File: config.mk
export PLATFORM = sky130hd
export DESIGN_NAME = pc_sequencer
export DESIGN_NICKNAME = d
export VERILOG_FILES = /design/src/rtl/pc_pkg.sv /design/src/rtl/pc_sequencer_call_stack.sv /design/src/rtl/pc_sequencer.sv
export SDC_FILE = /design/constraint.sdc
export NUM_CORES = 1
export LEC_CHECK = 0
export BUFFER_PORTS_ARGS = -buffer_cell sky130_fd_sc_hd__buf_2
export CAP_MARGIN = 5
export CORE_ASPECT_RATIO = 0.6
export CORE_UTILIZATION = 25
export DETAILED_ROUTE_END_ITERATION = 7
export GPL_ROUTABILITY_DRIVEN = 0
export SLEW_MARGIN = 40
export SYNTH_ARGS = -nofsm -noshare
export SYNTH_HDL_FRONTEND = slang
export SYNTH_SLANG_ARGS = --single-unit
File: constraint.sdc
create_clock -name Clk -period 2.6 [get_ports Clk]
set_clock_uncertainty 0.1 [all_clocks]
set_input_delay 0 -clock Clk [delete_from_list [all_inputs] [get_ports Clk]]
set_output_delay 0 -clock Clk [all_outputs]
set_load 0.005 [all_outputs]
File: src/rtl/pc_pkg.sv
// Shared types and widths for the X9 program-counter sequencer.
// The optional call/return stack is enabled by defining PC_CALL_STACK_EN.
package pc_pkg;

   localparam int PC_W          = 12;
   localparam int LUT_W         = 4;
   localparam int STK_DEPTH_DEF = 4;

   // IDLE: waiting for start, RUN: executing, DONE: halted until restarted.
   typedef enum logic [1:0] {
      IDLE = 2'd0,
      RUN  = 2'd1,
      DONE = 2'd2
   } pc_state_t;

endpackage

File: src/rtl/pc_sequencer_call_stack.sv
// Call/return LIFO for the PC sequencer.
// The stack is held as a shift register, so the newest entry always sits in
// slot 0. This avoids any variable indexing into the storage.
// Only instantiated when PC_CALL_STACK_EN is defined.
module call_stack
   import pc_pkg::*;
#(
   parameter int W     = PC_W,
   parameter int DEPTH = STK_DEPTH_DEF
) (
   input  logic         clk,
   input  logic         rst,
   input  logic         clear,
   input  logic         push,
   input  logic         pop,
   input  logic [W-1:0] push_data,
   output logic [W-1:0] top,
   output logic         full,
   output logic         empty
);

   localparam int CW = $clog2(DEPTH + 1);

   logic [W-1:0]  mem [DEPTH];
   logic [CW-1:0] count;
   logic          do_push;
   logic          do_pop;

   // A push into a full stack and a pop from an empty one are both dropped here.
   assign do_push = push && !full && !clear;
   assign do_pop  = pop && !empty && !clear && !push;

   assign empty = (count == '0);
   assign full  = (count == CW'(DEPTH));
   assign top   = mem[0];

   // Occupancy counter; clear empties the stack without touching storage.
   always_ff @(posedge clk or posedge rst) begin
      if (rst) begin
         count <= '0;
      end else if (clear) begin
         count <= '0;
      end else if (do_push) begin
         count <= count + CW'(1);
      end else if (do_pop) begin
         count <= count - CW'(1);
      end
   end

   // Shift storage down on push and up on pop so slot 0 is always the top.
   always_ff @(posedge clk or posedge rst) begin
      if (rst) begin
         for (int i = 0; i < DEPTH; i++) begin
            mem[i] <= '0;
         end
      end else if (do_push) begin
         mem[0] <= push_data;
         for (int i = 1; i < DEPTH; i++) begin
            mem[i] <= mem[i-1];
         end
      end else if (do_pop) begin
         for (int i = 0; i < DEPTH - 1; i++) begin
            mem[i] <= mem[i+1];
         end
         mem[DEPTH-1] <= '0;
      end
   end

endmodule

File: src/rtl/pc_sequencer.sv
// Program-counter sequencer for the X9 core.
// Holds the architectural PC, runs the IDLE/RUN/DONE control FSM and drives
// the index side of the combinational branch-target LUT.
// Define PC_CALL_STACK_EN to build the call/return stack; without it call_en
// acts as a plain branch, ret_en is ignored and stk_err is tied low.
module pc_sequencer
   import pc_pkg::*;
#(
   parameter int D         = PC_W,
   parameter int L         = LUT_W,
   parameter int STK_DEPTH = STK_DEPTH_DEF
) (
   input  logic         Clk,
   input  logic         Reset,
   input  logic         start,
   input  logic         halt_req,
   input  logic         stall,
   input  logic         branch_en,
   input  logic         call_en,
   input  logic         ret_en,
   input  logic [L-1:0] lut_idx,
   output logic [L-1:0] lut_addr,
   input  logic [D-1:0] lut_target,
   output logic [D-1:0] prog_ctr,
   output logic         running,
   output logic         done,
   output logic         stk_err
);

   pc_state_t    state;
   pc_state_t    next_state;
   logic [D-1:0] next_pc;
   logic [D-1:0] pc_inc;
   logic         enter_run;
   logic         advance;

   // The LUT sits outside; its index is passed straight through with no register.
   assign lut_addr = lut_idx;

   // Sequential PC plus one; the top value wraps silently to zero.
   assign pc_inc = prog_ctr + D'(1);

   // Every entry into RUN restarts execution from PC 0 with a clean stack.
   assign enter_run = (state != RUN) && (next_state == RUN);

   // PC only moves in RUN when neither halt nor stall holds it.
   assign advance = (state == RUN) && !halt_req && !stall;

   // State register.
   always_ff @(posedge Clk or posedge Reset) begin
      if (Reset) begin
         state <= IDLE;
      end else begin
         state <= next_state;
      end
   end

   // Next-state logic; start while already running is ignored.
   always_comb begin
      next_state = state;
      unique case (state)
         IDLE:    if (start)    next_state = RUN;
         RUN:     if (halt_req) next_state = DONE;
         DONE:    if (start)    next_state = RUN;
         default:               next_state = IDLE;
      endcase
   end

   // Status outputs decoded from the current state.
   always_comb begin
      running = (state == RUN);
      done    = (state == DONE);
   end

`ifdef PC_CALL_STACK_EN

   logic         do_push;
   logic         do_pop;
   logic         set_err;
   logic [D-1:0] stk_top;
   logic         stk_full;
   logic         stk_empty;

   call_stack #(
      .W     (D),
      .DEPTH (STK_DEPTH)
   ) u_call_stack (
      .clk       (Clk),
      .rst       (Reset),
      .clear     (enter_run),
      .push      (do_push),
      .pop       (do_pop),
      .push_data (pc_inc),
      .top       (stk_top),
      .full      (stk_full),
      .empty     (stk_empty)
   );

   // Next-PC selection with return above call above branch above increment.
   always_comb begin
      next_pc = prog_ctr;
      do_push = 1'b0;
      do_pop  = 1'b0;
      set_err = 1'b0;
      if (advance) begin
         if (ret_en) begin
            if (stk_empty) begin
               set_err = 1'b1;
               next_pc = pc_inc;
            end else begin
               do_pop  = 1'b1;
               next_pc = stk_top;
            end
         end else if (call_en) begin
            if (stk_full) begin
               set_err = 1'b1;
            end else begin
               do_push = 1'b1;
            end
            next_pc = lut_target;
         end else if (branch_en) begin
            next_pc = lut_target;
         end else begin
            next_pc = pc_inc;
         end
      end
   end

   // Sticky stack error, cleared only by reset or a fresh entry into RUN.
   always_ff @(posedge Clk or posedge Reset) begin
      if (Reset) begin
         stk_err <= 1'b0;
      end else if (enter_run) begin
         stk_err <= 1'b0;
      end else if (set_err) begin
         stk_err <= 1'b1;
      end
   end

`else

   logic unused_ret;
   localparam int unused_stk_depth = STK_DEPTH;

   assign unused_ret = ret_en;
   assign stk_err    = 1'b0;

   // Next-PC selection; a call is just a branch and a return falls through to increment.
   always_comb begin
      next_pc = prog_ctr;
      if (advance) begin
         if (call_en || branch_en) begin
            next_pc = lut_target;
         end else begin
            next_pc = pc_inc;
         end
      end
   end

`endif

   // PC register; restarts at zero whenever execution (re)enters RUN.
   always_ff @(posedge Clk or posedge Reset) begin
      if (Reset) begin
         prog_ctr <= '0;
      end else if (enter_run) begin
         prog_ctr <= '0;
      end else begin
         prog_ctr <= next_pc;
      end
   end

endmodule
==> flow_summary.toml <==
[sta]
clock.fmax_mhz = 529.2
maxSlewViolCount = 0
final_hold_vio_count = 0
hold_ws_ps = 49.94
setup-violations-final = 0
post-route-min-period_ps = 1890
timing_worst_slew_pin_value_ps = 578.6
total_negative_slack_ps = 0
max-slew-margin-rel = 0.6139
timing.final.crit_share = 0.7268
rsz0062_at_grt = "no"

[synthesis]
synth-async-reset-ratio = 1.000
mappedNetlistNets = 130
synthCells = 105
yosys.cell_types.count = 32
synth_sequential_area_ratio = 0.3504
number_of_enable_flip_flop_cells_after_synthesis = 0
ys.warnings.count = 0
synth_top_flop_cell = "sky130_fd_sc_hd__dfrtp_1"
synthesis.area_per_instance_um2 = 9.521
postSynthRegisterBits = 14
synthesis.area_um2 = 999.7

[layout]
final_core_utilization = 0.3700
leading_cell_type_in_the_layout_fill_and_taps_excluded = "sky130_fd_sc_hd__buf_2"
post_route_cells_drive_above_1_share = 0.3421
finalNonFillerCells = 199
nets = 178
antenna_cells_inserted = 0
layout-area-overhead-vs-synth_pct = 38.55
layout.cells.most_common_list = "sky130_fd_sc_hd__buf_2, sky130_fd_sc_hd__dlygate4sd3_1, sky130_fd_sc_hd__dfrtp_1"

[clock_network]
ctsLongestPathBuffers = 2
cts_buffers = 3
clock-root-buffer = "sky130_fd_sc_hd__clkbuf_8"
clock_sink_count = 14
worstSkewPairLatency_ps = 260
cts_tree = "yes"
cts_setup_buffers = 0
clk_pin_slew_ps = 60
level_count_of_the_clock_h_tree = 1

[route]
drt_iter0_drc = 73
routed_wire_length_per_instance_um = 13.74
drc = 0
postRouteWirelength_mm = 2.734
antenna_left = 0
drtPass1Iterations = 4
via_per_inst = 4.910
dr_total_vias = 977

[setup_path]
r2r_start = "state[1]"
critical_path.startpoint = "halt_req"
critPathArrivalTime_ps = 1930
cp_max_fo = 9
end_kind = "flop"
critical_path.startpoint_type = "input port"
setup.worst_path.class = "input port to flop"
cp.required_ps = 2640

[global_route]
vias_in_the_first_global_route = 882
maximum_number_of_pins_on_one_net_before_global_route_repair = 23
antenna_found_initial = 0
grtUsageTotal = 0.1302
wire_length_of_the_first_global_routing_pass_mm = 4.319
gr-total-overflow = 0

[placed_design]
detailed_placement_wirelength_estimate_mm = 1.867
place_inst = 176
buffer_ports.inserted = 32

[hold_path]
min_from = "stall"
holdCritPathClass = "input port to flop"

[floorplan]
fp.dieArea_um2 = 4264
core_area_um2 = 3744
fp.dieW_um = 83.64
initial_core_util = 0.2670
io-pin-count = 43
die-height_um = 50.98
fp-row-count = 17

[run]
maxCapViolations = 0

[run_status]
run_status = "completed"

[power]
power_leakage_nw = 0.5993
power.density_cell_area_nw_per_um2 = 520.4
total_power_w = 0.0007207
ir_drop_v = 0.0001884
-- final timing paths --
kind | end | slack, ps | cells after the start
worst max-delay path | prog_ctr[0] | 710 | 6
worst min-delay path | prog_ctr[3] | 50 | 5
worst max register to register | prog_ctr[0] | 740 | 4
min in group asynchronous | prog_ctr[10] | 260 | 3
max in group asynchronous | prog_ctr[7] | 1770 | 3
worst min register to register | prog_ctr[11] | 420 | 1
-- final cells by class --
| type | instances | area (um2) |
|---|---|---|
| fill | 390 | 2359 |
| tap | 47 | 58.81 |
| inverter | 3 | 11.26 |
| clock buffer | 4 | 55.05 |
| timing repair buffer | 52 | 357.8 |
| sequential | 14 | 350.3 |
| multi-input combinational | 79 | 551.8 |
-- report_power, final --
| part | switching [W] | internal [W] | total, W |
|---|---|---|---|
| sequential | 0.0000455 | 0.000249 | 0.000295 |
| clock | 0.0000874 | 0.000135 | 0.000222 |
| combinational | 0.0000963 | 0.000108 | 0.000204 |
| total | 0.000229 | 0.000492 | 0.000721 |
-- layer usage --
metal | global-route usage | wire length [um] | vias up | share of wire
met5 | 0 | 0 | - | 0
met1 | 0.1752 | 1343 | 467 | 0.49
met3 | 0.03554 | 151 | 2 | 0.055
met2 | 0.2033 | 1214 | 27 | 0.44
li1 | - | - | 481 | -
met4 | 0.04237 | 25 | 0 | 0.0091
-- Yosys cell counts, types with 3 or more instances --
master / count / area [um2]
sky130_fd_sc_hd__o21ai_0: 3 / 15.01
sky130_fd_sc_hd__nor4_1: 6 / 37.54
sky130_fd_sc_hd__o21ai_1: 8 / 40.04
sky130_fd_sc_hd__nand2_1: 9 / 33.78
sky130_fd_sc_hd__buf_4: 5 / 37.54
sky130_fd_sc_hd__a22oi_1: 3 / 22.52
sky130_fd_sc_hd__nor3_1: 4 / 20.02
sky130_fd_sc_hd__a21oi_1: 8 / 40.04
sky130_fd_sc_hd__o2bb2ai_2: 10 / 150.1
sky130_fd_sc_hd__inv_1: 3 / 11.26
sky130_fd_sc_hd__nand3_1: 5 / 25.02
sky130_fd_sc_hd__nor2_1: 8 / 30.03
sky130_fd_sc_hd__dfrtp_1: 14 / 350.3
-- worst max-delay path, stage by stage --
cell and delay [ps]:
sky130_fd_sc_hd__dlygate4sd3_1 540, sky130_fd_sc_hd__buf_2 150, sky130_fd_sc_hd__or4b_1 780, sky130_fd_sc_hd__buf_4 300, sky130_fd_sc_hd__nand3_1 80, sky130_fd_sc_hd__o21ai_0 80
-- logic make-up after synthesis --
group | count (synthesis) | share of synthesized area
and+or+nand+nor | 43 | 0.2478
AOI/OAI and AO/OA | 33 | 0.2778
DFF | 14 | 0.3504
buffers and inverters | 12 | 0.09762
muxes | 1 | 0.01001
adders and majority gates | 1 | 0.01251
other | 1 | 0.003751
-- registers in the layout (all words and copies together), names as in the netlist --
| register | cells |
|---|---|
| state | 2 |
| prog_ctr | 12 |
-- stage by stage --
step / worst slack [ps] / area [um2]
floorplan: 1075 / 999.7
global placement: 763.1 / 1140
detailed placement: 731.2 / 1140
CTS: 730.9 / 1385
global route: 638.9 / 1385
finish: 710.4 / 1385
-- what timing repair did --
item	4_1_cts	5_1_grt
resized for setup	0	0
endpoints found under the hold margin	32	0
hold buffers	19	0
Power figures use the tool's default switching activity.
